[src/rtl/num_analyzer_pkg.sv]
// Shared defaults for the number-analyzer detectors.
// Sibling classifiers import this package, so keep the defaults here.
package num_analyzer_pkg;

  localparam int DEFAULT_WIDTH = 32;
  localparam int DEFAULT_CNT_W = 16;

  // Odd/even classification only ever needs the least significant bit.
  function automatic logic lsb_is_odd(input logic lsb);
    return lsb;
  endfunction

endpackage

[src/rtl/sat_counter.sv]
// Saturating up-counter with synchronous clear.
// Once it reaches all-ones it stays there; it never wraps and has no overflow flag.
module sat_counter
  import num_analyzer_pkg::*;
#(
  parameter int CNT_W = DEFAULT_CNT_W
) (
  input  logic             clk,
  input  logic             rst,
  input  logic             clr,
  input  logic             inc,
  output logic [CNT_W-1:0] count
);

  localparam logic [CNT_W-1:0] CNT_MAX = {CNT_W{1'b1}};

  // A clear overrides a same-cycle increment, so the counter reads 0 rather than 1.
  always_ff @(posedge clk) begin
    if (rst || clr) begin
      count <= '0;
    end else if (inc && (count != CNT_MAX)) begin
      count <= count + CNT_W'(1);
    end
  end

endmodule

[src/rtl/is_odd.sv]
// Registered odd-number detector that keeps saturating tallies of odd and even words.
// Every output comes straight from a flop; only a[0] can affect the results.
module is_odd
  import num_analyzer_pkg::*;
#(
  parameter int WIDTH = DEFAULT_WIDTH,
  parameter int CNT_W = DEFAULT_CNT_W
) (
  input  logic             clk,
  input  logic             rst,
  input  logic             clr,
  input  logic             in_valid,
  input  logic [WIDTH-1:0] a,
  output logic             o,
  output logic             out_valid,
  output logic [CNT_W-1:0] odd_count,
  output logic [CNT_W-1:0] even_count
);

  logic word_odd;
  logic odd_inc;
  logic even_inc;
  logic unused_a;

  assign word_odd = lsb_is_odd(a[0]);
  assign odd_inc  = in_valid && word_odd;
  assign even_inc = in_valid && !word_odd;

  // The upper bits are deliberately ignored; this reduction only marks them as consumed.
  assign unused_a = ^a;

  // o holds its last value across idle cycles, while out_valid drops.
  always_ff @(posedge clk) begin
    if (rst) begin
      o         <= 1'b0;
      out_valid <= 1'b0;
    end else begin
      out_valid <= in_valid;
      if (in_valid) begin
        o <= word_odd;
      end
    end
  end

  sat_counter #(.CNT_W(CNT_W)) u_odd_count (
    .clk   (clk),
    .rst   (rst),
    .clr   (clr),
    .inc   (odd_inc),
    .count (odd_count)
  );

  sat_counter #(.CNT_W(CNT_W)) u_even_count (
    .clk   (clk),
    .rst   (rst),
    .clr   (clr),
    .inc   (even_inc),
    .count (even_count)
  );

endmodule

[config.mk]
export PLATFORM = sky130hd
export DESIGN_NAME = is_odd
export DESIGN_NICKNAME = d
export VERILOG_FILES = /design/src/rtl/num_analyzer_pkg.sv /design/src/rtl/sat_counter.sv /design/src/rtl/is_odd.sv
export SDC_FILE = /design/constraint.sdc
export NUM_CORES = 1
export LEC_CHECK = 0
export BUFFER_PORTS_ARGS = -buffer_cell sky130_fd_sc_hd__buf_2
export CAP_MARGIN = 20
export CORE_ASPECT_RATIO = 0.7
export CORE_MARGIN = 2
export CORE_UTILIZATION = 35
export CTS_CLUSTER_DIAMETER = 200
export DETAILED_ROUTE_END_ITERATION = 10
export PLACE_DENSITY = 0.65
export SKIP_LAST_GASP = 1
export SYNTH_ARGS = -nofsm -noshare
export SYNTH_HDL_FRONTEND = slang
export SYNTH_SLANG_ARGS = --single-unit
[constraint.sdc]
create_clock -name clk -period 4.3 [get_ports clk]
set_clock_uncertainty 0.2 [all_clocks]
set_input_delay 0.645 -clock clk [delete_from_list [all_inputs] [get_ports clk]]
set_output_delay 0.645 -clock clk [all_outputs]
set_load 0.02 [all_outputs]
# Word level (Yosys, flattened, before mapping)
# Cells that the tools add are included.
[totals] word_cells=14 inputBits=36 output_inout_bits=34 register_bits=34
[op_classes] n_reduce_logical=6 eq_ne=2 addsub=2
[op_table] cell="adder 16 x 1 -> 16 bit, second input constant" count=2
[op_table] cell="!= test 16 bit, second input constant" count=2
[op_table] cell="logical AND 1 bit" count=4
[op_table] cell="logical NOT 1 bit" count=1
[op_table] cell="logical OR 1 bit" count=1

# Longest topological paths before layout
[logic_depth] depth_word=3 depth_mapped=6 mapped_depth_nobuf=5

# Modules after synthesis
# From an unflattened synthesis, not the netlist that was laid out.
[hier_totals] cells_unflattened=197 hier_area_um2=1766.7
[modules_own_cells] module="sat_counter" seq_area_each_um2=320.3 area_each_um2=847.1 n_inst=2 cells_per_inst=95
[modules_own_cells] module="is_odd" seq_area_each_um2=40.0 area_each_um2=72.6 n_inst=1 cells_per_inst=7

# Worst setup path before layout
# Ideal clock, no wire load.
[synth_path] kind="flip-flop to flip-flop" from="reg u_odd_count.count[0]" to="reg u_odd_count.count[10]" synth_period_minus_slack_ns=2.232 path_buffers=1 setup_time_ns=0.070 slack_ns=2.068 arrival_time_ns=1.962 required_time_ns=4.030 stages_incl_launch_ff=7 path_cell_list="dfxtp_1 > ha_1 > nand3_2 > or3_1 > clkbuf_1 > or4_1 > a21oi_1"
[synth_between] elab_chain_len=2 elab_cells_between_ends=3 classes_between="add/sub: 1; eq/ne: 1; reduce/logical: 1"
[synth_lines] item="start: declaration" line_no="sat_counter.sv:12" text="output logic [CNT_W-1:0] count"
[synth_lines] item="start signal: assignment" line_no="sat_counter.sv:22" text="count <= count + CNT_W'(1);"
[synth_lines] item="parallel branches: the longest is 2 deep, another holds adder 16 x 1 -> 16 bit"
# Several ways; the timed one is not identified.
# A chain may end at the register's enable or synchronous reset.

# Worst setup path in the final report
[layout_path] from="reg u_odd_count.count[0]" to="reg u_odd_count.count[14]"
# The elaborated chain is that of the path after synthesis.

==> results.md <==
* DRT Pass-1 Iters at 4
* Max H-tree Level at 2
* CTS tree: built
* Worst slew margin at 39.7%
* Buf/Inv on CP at 0
* Final GP Congestion at 0.754
* Slowest CP cell: or4_1
* Slack of the worst reg-to-reg path at 2.04 ns
* Drt drc at 0
* Synth top area cells: dfxtp_1 40%, a21oi_1 6.2%, o31ai_1 5.3%
* Most frequent cells in the layout: 38 x buf_2, 34 x dfxtp_1, 21 x a21oi_1
* Slack of the critical path at 2.04 ns
* Slowest stage delay, CP at 0.53 ns
* Cell accounting for the most synthesized area: dfxtp_1
* Mapped cell area at 0.00169 mm^2
* Final setup viols at 0
* RSZ-0062 raised after global routing: no
* Final Hold Fails at 0
* Vias per inst at 5.70
* Core area at 0.00473 mm^2
* Total track usage at 15.7%
* Die Wd at 87.1 um
* Clock Sinks at 34
* First-pass GRT wire length at 6850 um
* DRT antenna net count at 0
* P per Cell Area at 283 mW/mm^2
* Postcts setup bufs at 0
* Top_reg_cell synth: dfxtp_1
* Die ar. at 0.00542 mm^2
* Pre-CTS setup slack at 1.75 ns
* Antenna diodes at 0
* Max-cap violation count at 0
* Worst path top cell family by delay: simple AND/OR/NAND/NOR gates
* Clock Path Buffers at 2
* Final HPWL DP at 2930 um
* Worst Path Arrival at 2.27 ns
* Cell variety after synth at 41
* Cells after Synth at 200
* Worst Hold Path EP: o
* Wirelength, routed at 4180 um
* Syn Area/Cell at 8.46 um^2
* CP required at 4.30 ns
* Clk Latency, worst-skew pair at 0.28 ns
* Routed length per instance at 14.1 um
* Number of port buffers at 38
* Total grt overflow at 0
* Resized cells post-CTS at 0
* Hold path cells at 2
* Synthesis warning total at 0
* Worst-Margin Slew at 0.896 ns
* Post-route clock period utilization at 52.6%
* Most common cell after layout, fill and taps aside: buf_2
* Asr flop ratio synth at 0%
* Die Ht at 62.2 um
* IO Pins at 70
* Synth top area share at 40.2%
* Status: completed
* Number of synthesized register bits at 34
* Final net count at 278
* Worst R2R Path Depth at 5
* Sum Neg Setup Slack at 0 ns
* Syn Nets at 238
* Crit Path Category: reg -> reg
* Fin crit period at 2.26 ns
* Clk slew on worst S/H paths at 0.07 ns
* Critical Path, Cell by Cell: ha_1, nand3_2, or3_1, or4_1, a21oi_1
* Crit path capture type: flop
* FF-to-FF End: u_odd_count.count[14]
* Num CTS Buffers at 5
* Vias in the first global route at 1375
* Leak at 0.705 nW
* Initial antenna violation count at 0
* Initial drt markers at 117
* Layout cells sized above 1 at 23.0%
* Seq/Total Area, Yosys at 40.2%
* VDD IR-drop max at 0.122 mV
* Reg2reg start: u_odd_count.count[0]
* CTS root buffer: clkbuf_8
* Startpoint class of the critical path: flop
* Pin count of the biggest net entering global routing at 28
* Post-synth EDFFs at 0
* Hold Path Origin: o
* Critical path fanouts, max at 8
* Hold WC Path Type: reg -> reg
* Row count at 21
* Hold Buf Count CTS at 0
* Via Count at 1686
* Highest clock rate at 442 MHz
* Slew Limit Fails at 0
* Starting Density at 35.8%
* Layout area overhead at 19.5%
## power by group
part | total [mW] | switching, mW | internal [mW] | leakage, nW
registers | 0.318 | 0.00156 | 0.317 | 0.274
logic | 0.0234 | 0.0160 | 0.00734 | 0.388
clock network | 0.232 | 0.108 | 0.123 | 0.0431
total | 0.574 | 0.126 | 0.447 | 0.705
## per-stage QoR
stage | hold slack [ns] | utilization, % | total power [mW] | cells | area, um^2
final | 0.285 | 42.8 | 0.574 | 296 | 2020
after global routing | 0.315 | 42.8 | 0.599 | 296 | 2020
after CTS | 0.283 | 42.6 | 0.582 | 295 | 2020
after detailed placement | 0.271 | 40.9 | 0.348 | 289 | 1930
after global placement | 0.254 | 40.9 | 0.348 | 289 | 1930
after floorplan | 0.341 | - | 0.340 | 200 | 1690
## state kept, by name, indices dropped and copies added (netlist names)
| register | count |
|---|---|
| u_even_count.count | 16 |
| u_odd_count.count | 16 |
| o | 1 |
| out_valid | 1 |
## cells in the mapped netlist, types with 2 or more instances
master    count
inv_1         7
nor4_1        4
nand3_1       8
o21a_1        2
a31oi_1       4
o21ai_0       9
dfxtp_1      34
o31ai_1      12
a211oi_1      3
a21oi_1      21
or2_2         3
mux2i_1       3
a311oi_1      2
nand4_1       7
or4_1        12
nor3_1        2
o41ai_1       3
ha_1          2
or3_1         8
nor2_1        8
a2111o_1      2
and2_1        2
nand2_1      19
and3_1        2
clkbuf_1      4
nor2b_1       2
## worst register-to-register path: stages (launching register included)
cell and delay, ns:
dfxtp_1 0.43, ha_1 0.22, nand3_2 0.15, or3_1 0.51
or4_1 0.54, a21oi_1 0.15
## kinds of logic (layout without fill, tap and decap cells)
kind of cell / count (synthesis) / count (layout) / share of synthesized area, %
AOI/OAI and AO/OA: 60 / 60 / 22.8
xor gates and xnor gates: 1 / 1 / 0.517
adders and majority gates: 2 / 2 / 1.48
buffers and inverters: 14 / 53 / 3.70
DFF: 34 / 34 / 40.2
muxes: 3 / 3 / 1.77
and+or+nand+nor: 86 / 86 / 29.6
## how the worst max path moves through the flow
| stage | start | to | slack, ns | cells past startpoint |
|---|---|---|---|---|
| after floorplan | u_odd_count.count[0] | u_odd_count.count[10] | 2.07 | 6 |
| after global placement | u_odd_count.count[0] | u_odd_count.count[5] | 1.77 | 5 |
| after detailed placement | u_odd_count.count[0] | u_odd_count.count[5] | 1.75 | 5 |
| after CTS | u_odd_count.count[0] | u_odd_count.count[5] | 1.72 | 5 |
| after global routing | u_even_count.count[9] | u_even_count.count[5] | 1.84 | 4 |
| final | u_odd_count.count[0] | u_odd_count.count[14] | 2.04 | 5 |
## area by class of cell
class                           count  area, um^2
Fill cell                         483        2710
Multi-Input combinational cell    152         957
Sequential cell                    34         681
Timing Repair Buffer               40         205
Clock buffer                        6        82.6
Tap cell                           57        71.3
Inverter                            7        26.3
## routing by layer
metal,global-route usage (%),up-vias,share of wire [%]
met3,3.19,4,4.2
li1,-,854,-
met4,4.81,0,1.1
met1,26.2,780,55
met2,19.5,48,40
met5,0,-,0
Note: power is estimated with default switching activity, not from simulation.
